===== src/rtl/uart_tx_pkg.sv =====
// Shared definitions for the UART transmit path: FSM encodings, byte type
// and the bit-period helper that the receive side will reuse.
package uart_tx_pkg;

  typedef logic [7:0] uart_byte_t;

  localparam int DATA_BITS = 8;

  // FSM state encodings, 2 bits
  localparam logic [1:0] S_IDLE  = 2'd0;
  localparam logic [1:0] S_START = 2'd1;
  localparam logic [1:0] S_DATA  = 2'd2;
  localparam logic [1:0] S_STOP  = 2'd3;

  // Clock cycles per serial bit, truncated; callers keep the result >= 2
  function automatic int clks_per_bit(input int clk_hz, input int baud);
    return clk_hz / baud;
  endfunction

endpackage


===== src/rtl/uart_tx_if.sv =====
// One-byte valid/ready handshake between the dump formatter and the UART.
interface uart_if;
  import uart_tx_pkg::*;

  uart_byte_t uart_data;
  logic       uart_valid;
  logic       uart_ready;

  modport master (output uart_data, output uart_valid, input uart_ready);
  modport slave  (input uart_data, input uart_valid, output uart_ready);

endinterface


===== src/rtl/uart_byte_fifo.sv =====
// Byte-wide synchronous FIFO with first-word-fall-through read. Pointers
// carry one extra wrap bit so full and empty are told apart without a count.
module uart_byte_fifo
  import uart_tx_pkg::*;
#(
  parameter int DEPTH = 4
) (
  input  logic       clk,
  input  logic       reset,
  input  logic       push,
  input  logic       pop,
  input  uart_byte_t din,
  output uart_byte_t dout,
  output logic       full,
  output logic       empty
);

  localparam int AW = (DEPTH > 1) ? $clog2(DEPTH) : 1;
  localparam int PW = AW + 1;

  uart_byte_t    mem_q [DEPTH];
  logic [PW-1:0] wr_ptr_q, wr_ptr_d;
  logic [PW-1:0] rd_ptr_q, rd_ptr_d;
  logic          do_push, do_pop;

  assign empty = (wr_ptr_q == rd_ptr_q);
  assign full  = (wr_ptr_q[AW] != rd_ptr_q[AW]) &&
                 (wr_ptr_q[AW-1:0] == rd_ptr_q[AW-1:0]);
  assign dout  = mem_q[rd_ptr_q[AW-1:0]];

  // A push into a full FIFO is only taken when an entry leaves on the same edge
  assign do_push = push && (!full || pop);
  assign do_pop  = pop && !empty;

  // Next pointer values
  always_comb begin
    wr_ptr_d = wr_ptr_q;
    rd_ptr_d = rd_ptr_q;
    if (do_push) wr_ptr_d = wr_ptr_q + PW'(1);
    if (do_pop)  rd_ptr_d = rd_ptr_q + PW'(1);
  end

  // Pointer registers; reset flushes the FIFO
  always_ff @(posedge clk) begin
    if (reset) begin
      wr_ptr_q <= '0;
      rd_ptr_q <= '0;
    end else begin
      wr_ptr_q <= wr_ptr_d;
      rd_ptr_q <= rd_ptr_d;
    end
  end

  // Storage write; contents need no reset since the pointers gate visibility
  always_ff @(posedge clk) begin
    if (do_push) mem_q[wr_ptr_q[AW-1:0]] <= din;
  end

endmodule


===== src/rtl/uart_tx.sv =====
// UART transmitter: byte FIFO in front of an 8N1/8N2 framer. tx comes
// straight from a flop so the line never sees a combinational glitch.
//
//   state   | meaning
//   --------+-----------------------------------------------------------
//   S_IDLE  | line high, waiting for the FIFO to hold a byte
//   S_START | start bit (tx=0) held one bit period
//   S_DATA  | eight data bits, LSB first, one bit period each
//   S_STOP  | tx=1 for STOP_BITS bit periods, then next byte or idle
module uart_tx
  import uart_tx_pkg::*;
#(
  parameter int CLK_HZ     = 32000000,
  parameter int BAUD       = 115200,
  parameter int FIFO_DEPTH = 4,
  parameter int STOP_BITS  = 1
) (
  input  logic clk,
  input  logic reset,
  uart_if.slave up,
  output logic tx,
  output logic busy,
  output logic overflow
);

  localparam int CPB   = clks_per_bit(CLK_HZ, BAUD);
  localparam int CNT_W = (CPB > 1) ? $clog2(CPB) : 1;
  localparam logic [CNT_W-1:0] CNT_LAST  = CNT_W'(CPB - 1);
  localparam logic             STOP_LAST = 1'(STOP_BITS - 1);
  localparam logic [2:0]       BIT_LAST  = 3'(DATA_BITS - 1);

  logic [1:0]       state_q, state_d;
  logic [CNT_W-1:0] baud_q, baud_d;
  logic [2:0]       bit_q, bit_d;
  logic             stop_q, stop_d;
  uart_byte_t       shift_q, shift_d;
  logic             tx_q, tx_d;
  logic             overflow_q, overflow_d;

  uart_byte_t fifo_dout;
  logic       fifo_full, fifo_empty;
  logic       push, pop;
  logic       bit_end;

  assign up.uart_ready = !fifo_full;
  assign push          = up.uart_valid && !fifo_full;

  uart_byte_fifo #(.DEPTH(FIFO_DEPTH)) u_fifo (
    .clk   (clk),
    .reset (reset),
    .push  (push),
    .pop   (pop),
    .din   (up.uart_data),
    .dout  (fifo_dout),
    .full  (fifo_full),
    .empty (fifo_empty)
  );

  assign bit_end  = (baud_q == CNT_LAST);
  assign tx       = tx_q;
  assign overflow = overflow_q;
  assign busy     = (state_q != S_IDLE) || !fifo_empty;

  // Sticky drop flag: a byte offered while the FIFO is full is lost
  always_comb begin
    overflow_d = overflow_q | (up.uart_valid & fifo_full);
  end

  // Framer FSM, baud counter and shift register next-state
  always_comb begin
    state_d = state_q;
    baud_d  = baud_q;
    bit_d   = bit_q;
    stop_d  = stop_q;
    shift_d = shift_q;
    tx_d    = tx_q;
    pop     = 1'b0;
    case (state_q)
      S_IDLE: begin
        baud_d = '0;
        tx_d   = 1'b1;
        if (!fifo_empty) begin
          pop     = 1'b1;
          shift_d = fifo_dout;
          tx_d    = 1'b0;
          state_d = S_START;
        end
      end
      S_START: begin
        if (bit_end) begin
          baud_d  = '0;
          tx_d    = shift_q[0];
          bit_d   = '0;
          state_d = S_DATA;
        end else begin
          baud_d = baud_q + CNT_W'(1);
        end
      end
      S_DATA: begin
        if (bit_end) begin
          baud_d  = '0;
          shift_d = {1'b0, shift_q[7:1]};
          if (bit_q == BIT_LAST) begin
            tx_d    = 1'b1;
            stop_d  = 1'b0;
            state_d = S_STOP;
          end else begin
            bit_d = bit_q + 3'd1;
            tx_d  = shift_q[1];
          end
        end else begin
          baud_d = baud_q + CNT_W'(1);
        end
      end
      S_STOP: begin
        if (bit_end) begin
          baud_d = '0;
          if (stop_q == STOP_LAST) begin
            // Chain straight into the next start bit when a byte is waiting
            if (!fifo_empty) begin
              pop     = 1'b1;
              shift_d = fifo_dout;
              tx_d    = 1'b0;
              state_d = S_START;
            end else begin
              state_d = S_IDLE;
            end
          end else begin
            stop_d = stop_q + 1'b1;
          end
        end else begin
          baud_d = baud_q + CNT_W'(1);
        end
      end
      default: begin
        state_d = S_IDLE;
        tx_d    = 1'b1;
      end
    endcase
  end

  // State registers; reset abandons any frame and forces the line high
  always_ff @(posedge clk) begin
    if (reset) begin
      state_q    <= S_IDLE;
      baud_q     <= '0;
      bit_q      <= '0;
      stop_q     <= 1'b0;
      shift_q    <= '0;
      tx_q       <= 1'b1;
      overflow_q <= 1'b0;
    end else begin
      state_q    <= state_d;
      baud_q     <= baud_d;
      bit_q      <= bit_d;
      stop_q     <= stop_d;
      shift_q    <= shift_d;
      tx_q       <= tx_d;
      overflow_q <= overflow_d;
    end
  end

endmodule


===== src/flat_wrapper.sv =====
// flat-port wrapper written by rule: the top's interface ports become plain ports
module uart_tx_flat import uart_tx_pkg::*;
#(
  parameter int CLK_HZ     = 32000000,
  parameter int BAUD       = 115200,
  parameter int FIFO_DEPTH = 4,
  parameter int STOP_BITS  = 1
)
  (clk, reset, tx, busy, overflow, up_uart_data, up_uart_valid, up_uart_ready);
  uart_if up_i ();
  input  logic clk;
  input  logic reset;
  output logic tx;
  output logic busy;
  output logic overflow;
  input wire logic [$bits(up_i.uart_data)-1:0] up_uart_data;
  input wire logic [$bits(up_i.uart_valid)-1:0] up_uart_valid;
  output wire logic [$bits(up_i.uart_ready)-1:0] up_uart_ready;
  assign up_i.uart_data = up_uart_data;
  assign up_i.uart_valid = up_uart_valid;
  assign up_uart_ready = up_i.uart_ready;
  uart_tx #(.CLK_HZ(CLK_HZ), .BAUD(BAUD), .FIFO_DEPTH(FIFO_DEPTH), .STOP_BITS(STOP_BITS)) u_core (.clk(clk), .reset(reset), .up(up_i), .tx(tx), .busy(busy), .overflow(overflow));
endmodule

===== config.mk =====
export PLATFORM = sky130hd
export DESIGN_NAME = uart_tx_flat
export DESIGN_NICKNAME = d
export VERILOG_FILES = /design/src/rtl/uart_tx_pkg.sv /design/src/rtl/uart_tx_if.sv /design/src/rtl/uart_byte_fifo.sv /design/src/rtl/uart_tx.sv /design/src/flat_wrapper.sv
export SDC_FILE = /design/constraint.sdc
export NUM_CORES = 1
export LEC_CHECK = 0
export BUFFER_PORTS_ARGS = -buffer_cell sky130_fd_sc_hd__buf_2
export CAP_MARGIN = 15
export CORE_MARGIN = 10
export CORE_UTILIZATION = 51
export CTS_BUF_LIST = sky130_fd_sc_hd__clkbuf_2 sky130_fd_sc_hd__clkbuf_4 sky130_fd_sc_hd__clkbuf_8
export DETAILED_ROUTE_END_ITERATION = 8
export HOLD_SLACK_MARGIN = 0.08
export PLACE_DENSITY = 0.71
export SETUP_SLACK_MARGIN = 0.2
export SLEW_MARGIN = 5
export SYNTH_ARGS = -nofsm -noshare
export SYNTH_HDL_FRONTEND = slang
export SYNTH_SLANG_ARGS = --single-unit

===== constraint.sdc =====
create_clock -name clk -period 1.9 [get_ports clk]
set_clock_uncertainty 0.15 [all_clocks]
set_input_delay 0.095 -clock clk [delete_from_list [all_inputs] [get_ports clk]]
set_output_delay 0.095 -clock clk [all_outputs]
set_load 0.02 [all_outputs]

## Yosys cells after proc, flatten, opt, wreduce, memory -nomap -nowiden

Memory sizes are Yosys's and may differ from the RTL's. A register that Yosys moved wholly into a read port is not among the register bits.
Index checks and enable logic that the tools add are counted.

- Bitwise gates (word level): 2
- Add/sub/neg operators: 5
- Multiplexer cells: 40
- Equality and inequality tests: 16
- Reductions and logical operators: 19

Operators with widths:

| kind | count |
|---|---|
| two-way mux 8 bit | 4 |
| one-hot mux 8 bit (3 select lines) | 1 |
| one-hot mux 9 bit (2 select lines) | 1 |
| two-way mux 1 bit | 17 |
| two-way mux 2 bit | 8 |
| AND reduction 4 bit | 3 |
| adder 3 x 1 -> 3 bit (second input constant) | 3 |
| adder 9 x 1 -> 9 bit (second input constant) | 1 |
| equality test 9 bit (second input constant) | 1 |
| two-way mux 3 bit | 3 |
| two-way mux 9 bit | 1 |
| != test 2 x 1 -> 1 bit (second input constant) | 4 |
| != test 2 bit (second input constant) | 4 |
| one-hot mux 2 bit (4 select lines) | 1 |
| one-hot mux 3 bit (2 select lines) | 1 |
| AND reduction 6 bit | 1 |
| nonzero test 2 bit | 3 |
| AND reduction 5 bit | 1 |
| equality test 2 bit (second input constant) | 2 |
| logical AND 1 bit | 4 |
| one-hot mux 1 bit (2 select lines) | 2 |
| one-hot mux 1 bit (4 select lines) | 1 |
| equality test 3 bit | 1 |
| equality test 3 bit (second input constant) | 1 |
| other kinds (11) | 13 |

- Bits in registers: 31
- Logic and storage cells: 92
- Output and inout port bits: 4
- Memories kept: 1
- Memory bits (writable): 32

Memory list:

| memory | words | width | read ports | clocked after Yosys merged registers in | write ports | line | text |
|---|---|---|---|---|---|---|---|
| u_core.u_fifo.mem_q | 4 | 8 | 1 | 1 | 1 | uart_byte_fifo.sv:21 | `uart_byte_t mem_q [DEPTH];` |

## Logic depth before layout (Yosys ltp)

Gate-level depths: netlist of run 1.

- Depth after elaboration: 9
- Depth in mapped cells: 7
- Mapped depth without buffers: 6

## Cells and area by module

A second synthesis of run 1 with hierarchy kept.

- Cell total of the unflattened synthesis: 235
- Area total of the unflattened synthesis: 3000.4 um^2

By module, submodules not included:

| module | seq. area each (um^2) | cells an instance | times used | area each (um^2) |
|---|---|---|---|---|
| uart_byte_fifo | 1121.1 | 97 | 1 | 1699.1 |
| uart_tx | 480.5 | 138 | 1 | 1301.2 |

## Worst setup path before layout of run 1

Ideal clock, no wire load.

- Path type: reg-to-reg
- From: register u_core.baud_q[0]
- To: register u_core.u_fifo.rd_ptr_q[2]
- Stages on the path, launching flop included: 8
- Required time: 1.629 ns
- Buffers on the path: 1
- Arrival: 1.630 ns
- Path slack: -0.001 ns
- Library setup time: 0.121 ns
- Cell sequence: dfxtp_1 > inv_1 > ha_1 > nor4bb_1 > buf_2 > a31oi_1 > nor4b_1 > mux2_2

- Word-level cells in the longest chain between the ends: 4

RTL lines:

| what | line | text |
|---|---|---|
| from (decl) | uart_tx.sv:33 | `logic [CNT_W-1:0] baud_q, baud_d;` |
| from (signal assigned) | uart_tx.sv:154 | `baud_q <= baud_d;` |
| equality test 9 bit | uart_tx.sv:59 | `assign bit_end = (baud_q == CNT_LAST);` |
| two-way mux 1 bit | uart_tx.sv:116 | `if (bit_end) begin` |
| one-hot mux 1 bit (2 select lines) | uart_tx.sv:78 | `case (state_q)` |
| logical AND 1 bit | uart_byte_fifo.sv:33 | `assign do_pop = pop && !empty;` |
| to (signal assigned) | uart_byte_fifo.sv:50 | `rd_ptr_q <= rd_ptr_d;` |
| to (decl) | uart_byte_fifo.sv:23 | `logic [PW-1:0] rd_ptr_q, rd_ptr_d;` |

Every way passes these cells.
A chain may end at the register's enable or synchronous reset.

==> results.sh, run 1 <==
export IMPL_drv_slew=0
export IMPL_avgRoutedWirePerCell_um=17.3
export IMPL_synth_seq_cells=64
export IMPL_cts_buffers=9
export IMPL_worstPathArrival_ns=2.00
export IMPL_rsz0062_at_grt="true"
export IMPL_post_route_cell_area_um2=3900
export IMPL_placedInstanceArea_um2=3240
export IMPL_synthesis_area_um2=2890
export IMPL_drive_above_1_share=0.423
export IMPL_synth_edf_count=32
export IMPL_place_congestion=0.859
export IMPL_tightest_slew_ns=0.338
export IMPL_grt_use_total=0.146
export IMPL_vdd_drop_max_uv=728
export IMPL_fin_crit_sh=0.992
export IMPL_final_cell_mix="32 x buf_4, 32 x edfxtp_1, 24 x dfxtp_1"
export IMPL_io_pins=15
export IMPL_critPathSlowestCell="or4b_4"
export IMPL_syn_num_nets=264
export IMPL_clkSlewWorstSetupHoldPaths_ns=0.07
export IMPL_avgViaCountPerCell=5.55
export IMPL_first_global_vias=2064
export IMPL_power_mw=4.39
export IMPL_antenna_found_initial=0
export IMPL_core_um2=5510
export IMPL_nets=327
export IMPL_die_h_um=95.3
export IMPL_dp_hpwl_um=4100
export IMPL_fin_ws_ns=0.0155
export IMPL_leakage_nw=1.45
export IMPL_num_rows=27
export IMPL_critical_path_buf_inv_count=0
export IMPL_cp_end_kind="flip-flop"
export IMPL_dieWidth_um=95.3
export IMPL_critical_path_top_delay_family="simple AND/OR/NAND/NOR gates"
export IMPL_finalSetupViolCount=0
export IMPL_vias=2102
export IMPL_crit_path_max_incr_delay_ns=0.53
export IMPL_dieArea_um2=9080
export IMPL_synth_cells=239
export IMPL_cts_buffer_depth=2
export IMPL_synth_flop_cell="edfxtp_1"
export IMPL_drt_antenna_violating_nets=0
export IMPL_status="finished clean"
export IMPL_cts_num_sinks=64
export IMPL_fmax_mhz=531
export IMPL_initial_core_util=0.525
export IMPL_required_ns=2.02
export IMPL_drt_iter0_markers=116
export IMPL_hold_violations=0
export IMPL_clk_latency_ns=0.35
export IMPL_tritoncts="done"
export IMPL_slew_headroom=0.774
export IMPL_first_pass_iters=4
export IMPL_hold_path_class="flip-flop to flip-flop"
export IMPL_grt_max_degree=22
export IMPL_post_route_util=0.708
export IMPL_globalRouteOverflowTotal=0
export IMPL_syn_avg_cell_area_um2=12.1
export IMPL_yosysSeqAreaShare=0.554
export IMPL_crit_type="flip-flop to flip-flop"
export IMPL_dp_slack_ns=-0.0776
export IMPL_cap_viol_max_count=0
export IMPL_drc=0
export IMPL_startpoint_type="flip-flop"
export IMPL_final_setup_tns_ns=0
export IMPL_htreeDepth=3
export IMPL_io_buffer_count=14
export IMPL_cp_max_fo=7
export IMPL_period_minus_slack_ns=1.88
export IMPL_cts_root_buffer="clkbuf_8"
export IMPL_yosysUniqueCellTypes=44
export IMPL_async_flop_share=0
export IMPL_path_cells="and4bb_4 -> a31oi_4 -> or4b_4 -> a21oi_2"
export IMPL_wirelength_um=6550
export IMPL_ys_warn_count=0
export IMPL_diodes=0
export IMPL_grt_pass1_wl_um=10000
export IMPL_power_density_nw_per_um2=1130
export IMPL_syn2layout_area_growth_pct=34.7
## tightest hold or removal path: cells and delay by family, from the launching register on
family,cells,cell delay [ns]
DFF,1,0.31
AOI/OAI and AO/OA,2,0.12
## layer usage
metal	up-vias	global-route usage	routed length, um
met1	1039	0.178	2850
met4	0	0.0586	95
li1	1014	-	-
met5	-	0	0
met2	41	0.228	3300
met3	8	0.0558	313
## Yosys cell counts, types with 2 or more instances
master	instances	area, um^2
a21oi_1	4	20.0
a22oi_1	3	22.5
a311oi_1	7	61.3
a31oi_1	9	56.3
and2_1	5	31.3
buf_2	3	15.0
clkbuf_1	5	18.8
dfxtp_1	32	641
edfxtp_1	32	961
ha_1	14	175
inv_1	12	45.0
mux2i_1	5	50.1
mux4_2	8	180
nand2_1	22	82.6
nand3_1	6	30.0
nand4_1	3	18.8
nor2_1	18	67.6
nor2b_1	4	25.0
o211ai_1	2	15.0
o21ai_0	3	15.0
o221ai_1	2	17.5
o31ai_1	3	22.5
or4_1	3	22.5
xnor2_1	5	43.8
xor2_1	10	87.6
## power breakdown
part	leakage (nW)	internal, mW	total [mW]	switching (mW)
registers	0.559	1.61	1.70	0.0887
clock network	0.0910	0.613	1.13	0.515
logic	0.804	0.739	1.56	0.822
total	1.45	2.96	4.39	1.43
## per-stage QoR
step | std cells | hold WS (ns)
after floorplan | 239 | 0.0439
after global placement | 342 | 0.159
after detailed placement | 342 | 0.161
after CTS | 375 | 0.317
after global routing | 379 | 0.341
final | 379 | 0.324
## state kept, by name, summed over array words and instances, names as in the netlist, named ones only
register and cells:
u_core.u_fifo.mem_q 32, u_core.tx 1, u_core.state_q 2, u_core.shift_q 8, u_core.baud_q 9, u_core.bit_q 3, u_core.u_fifo.wr_ptr_q 3, u_core.overflow 1
u_core.u_fifo.rd_ptr_q 3
## area by class of cell
| type | count | area [um^2] |
|---|---|---|
| Tap cell | 72 | 90.1 |
| Inverter | 13 | 52.6 |
| Fill cell | 361 | 1610 |
| Multi-Input combinational cell | 153 | 1460 |
| Sequential cell | 64 | 1610 |
| Timing Repair Buffer | 61 | 484 |
| Clock inverter | 6 | 61.3 |
| Clock buffer | 10 | 131 |
## final timing paths
kind | slack [ns] | end | cells after the start | startpoint
worst max-delay path | 0.02 | flip-flop | 4 | u_core.baud_q[7]
worst min-delay path | 0.32 | u_core.shift_q[7] | 2 | u_core.shift_q[7]
worst max register to register | 0.02 | flip-flop | 4 | u_core.baud_q[7]
worst min register to register | 0.32 | u_core.shift_q[7] | 2 | u_core.shift_q[7]
## what timing repair did
| action | 4_1_cts | 5_1_grt |
|---|---|---|
| endpoints found under the hold margin | 50 | 0 |
| setup endpoints to repair | 53 | 54 |
| pin swaps | 10 | 19 |
| buffers inserted | 7 | 4 |
| hold buffers | 10 | 0 |
| gates resized for setup | 31 | 36 |
## logic make-up (layout without fill, tap and decap cells)
| kind of cell | Yosys count | in the layout | share of synthesized area |
|---|---|---|---|
| mux | 14 | 14 | 0.0835 |
| buf+inv | 22 | 90 | 0.0325 |
| simple gates | 70 | 70 | 0.123 |
| flops | 64 | 64 | 0.554 |
| compound gates | 40 | 40 | 0.101 |
| xor+xnor | 15 | 15 | 0.0454 |
| fa+ha+maj | 14 | 14 | 0.0606 |
Power figures use the tool's default switching activity.
==> inputs of run 2 (changes only) <==
--- a/config.mk
+++ b/config.mk
@@ -7,14 +7,14 @@
 export LEC_CHECK = 0
 export BUFFER_PORTS_ARGS = -buffer_cell sky130_fd_sc_hd__buf_2
 export CAP_MARGIN = 15
+export CORE_ASPECT_RATIO = 1.1
 export CORE_MARGIN = 10
 export CORE_UTILIZATION = 51
-export CTS_BUF_LIST = sky130_fd_sc_hd__clkbuf_2 sky130_fd_sc_hd__clkbuf_4 sky130_fd_sc_hd__clkbuf_8
 export DETAILED_ROUTE_END_ITERATION = 8
 export HOLD_SLACK_MARGIN = 0.08
 export PLACE_DENSITY = 0.71
 export SETUP_SLACK_MARGIN = 0.2
-export SLEW_MARGIN = 5
+export SLEW_MARGIN = 0
 export SYNTH_ARGS = -nofsm -noshare
 export SYNTH_HDL_FRONTEND = slang
 export SYNTH_SLANG_ARGS = --single-unit
==> run 2 against run 1 <==
  * The flow now finishes with violations (negative setup slack)
  * Largest power group unchanged
  * Critical path type unchanged
  * Sequential power is essentially flat
  * Sequential share of layout area fell by 0.82 points
  * Flip-flop and latch count unchanged
  * Wire length up 7.9%
  * Final area rose by 2.3%
  * Critical path depth rose by 3
  * Utilization rose by 2.7 points
==> results.sh, run 2 (synthesis results as in run 1) <==
export IMPL_cts_num_sinks=64
export IMPL_crit_type="flip-flop to flip-flop"
export IMPL_critical_path_top_delay_family="simple AND/OR/NAND/NOR gates"
export IMPL_largest_reg_flops=32
export IMPL_multiInputGateArea_um2=1510
export IMPL_post_route_cell_area_um2=3990
export IMPL_power_density_nw_per_um2=1190
export IMPL_drv_slew=0
export IMPL_crit_path_max_incr_delay_ns=0.55
export IMPL_slew_headroom=0.693
export IMPL_first_global_vias=2102
export IMPL_fmax_mhz=517
export IMPL_grt_use_total=0.143
export IMPL_dieWidth_um=91.8
export IMPL_cts_buffer_depth=2
export IMPL_dp_hpwl_um=4050
export IMPL_drt_antenna_violating_nets=0
export IMPL_io_buffer_count=14
export IMPL_dieArea_um2=9080
export IMPL_vdd_drop_max_uv=812
export IMPL_tritoncts="done"
export IMPL_diodes=0
export IMPL_io_pins=15
export IMPL_hold_path_class="flip-flop to flip-flop"
export IMPL_violations="negative setup slack"
export IMPL_drt_iter0_markers=168
export IMPL_vias=2184
export IMPL_rsz0062_at_grt="true"
export IMPL_power_mw=4.75
export IMPL_cp_end_kind="flip-flop"
export IMPL_hold_violations=0
export IMPL_placedInstanceArea_um2=3210
export IMPL_antenna_found_initial=0
export IMPL_avgViaCountPerCell=5.69
export IMPL_num_rows=28
export IMPL_dp_slack_ns=-0.0437
export IMPL_grt_pass1_wl_um=10400
export IMPL_place_congestion=0.806
export IMPL_final_cell_mix="35 x buf_4, 32 x edfxtp_1, 22 x dfxtp_1"
export IMPL_avgRoutedWirePerCell_um=18.4
export IMPL_htreeDepth=3
export IMPL_required_ns=2.02
export IMPL_wirelength_um=7070
export IMPL_path_cells="inv_2 -> ha_4 -> nor4bb_4 -> buf_6 -> a31oi_4 -> or4b_4 -> a21oi_4"
export IMPL_grt_max_degree=22
export IMPL_die_h_um=99.0
export IMPL_globalRouteOverflowTotal=0
export IMPL_worstPathArrival_ns=2.05
export IMPL_seq_area_um2=1620
export IMPL_final_common_cell="buf_4"
export IMPL_initial_core_util=0.532
export IMPL_nets=329
export IMPL_leakage_nw=1.50
export IMPL_core_um2=5430
export IMPL_fill_cells=323
export IMPL_fin_ws_ns=-0.0354
export IMPL_cap_viol_max_count=0
export IMPL_drc=0
export IMPL_cts_root_buffer="clkbuf_8"
export IMPL_finalSetupViolCount=3
export IMPL_critical_path_buf_inv_count=2
export IMPL_period_minus_slack_ns=1.94
export IMPL_clk_latency_ns=0.34
export IMPL_cts_buffers=9
export IMPL_critPathSlowestCell="or4b_4"
export IMPL_status="complete, but fails checks"
export IMPL_first_pass_iters=4
export IMPL_drive_above_1_share=0.427
export IMPL_fin_crit_sh=1.02
export IMPL_tightest_slew_ns=0.461
export IMPL_startpoint_type="flip-flop"
export IMPL_cp_max_fo=5
export IMPL_clkSlewWorstSetupHoldPaths_ns=0.08
export IMPL_syn2layout_area_growth_pct=37.9
==> run 2: metrics by stage <==
stage	setup TNS, ns	utilization	hold WS, ns	std cells
after detailed placement	-0.0729	0.591	0.163	341
after floorplan	0	-	0.0439	239
after CTS	-0.00508	0.679	0.330	375
after global placement	-0.00594	0.591	0.157	341
after global routing	-0.871	0.734	0.351	384
final	-0.104	0.734	0.334	384
==> run 2: routing by layer <==
layer  global-route usage  share of wire
met1                0.182           0.44
met2                0.226           0.50
met3               0.0372          0.048
met4               0.0582          0.013
met5                    0              0
==> run 2: path summary, 6_finish.rpt <==
path | from | to | slack (ns) | cells past startpoint
setup / recovery | u_core.baud_q[1] | u_core.u_fifo.rd_ptr_q[1] | -0.04 | 7
hold / removal | u_core.shift_q[4] | u_core.shift_q[3] | 0.33 | 2
setup reg to reg | u_core.baud_q[1] | u_core.u_fifo.rd_ptr_q[1] | -0.04 | 7
hold reg to reg | u_core.shift_q[4] | u_core.shift_q[3] | 0.33 | 2
==> run 2: area by class of cell <==
type	instances	area share
Sequential cell	64	0.406
Multi-Input combinational cell	153	0.377
Timing Repair Buffer	63	0.122
Clock buffer	9	0.0311
Clock inverter	7	0.0254
Tap cell	75	0.0235
Inverter	13	0.0141
==> run 2: repair_timing <==
action | in CTS | in global routing
setup buffers | 8 | 9
gates resized for setup | 27 | 46
hold endpoints to repair | 45 | 0
pin swaps | 10 | 19
hold buffers | 10 | 0
setup endpoints to repair | 46 | 63
gates cloned | 0 | 0
==> run 2: power breakdown <==
part | internal (mW) | leakage (nW) | switching [mW]
clock | 0.752 | 0.107 | 0.580
combinational | 0.818 | 0.830 | 0.885
sequential | 1.61 | 0.560 | 0.107
total | 3.18 | 1.50 | 1.57
==> run 2: worst reg2reg max path, delay by kind of cell, from the launching register on <==
kind | cells | cell delay [ns]
AND/OR/NAND/NOR | 2 | 0.74
flip-flops | 1 | 0.34
adder cells (fa/ha/maj) | 1 | 0.12
buffers and inverters | 2 | 0.23
AO/OA/AOI/OAI | 2 | 0.29
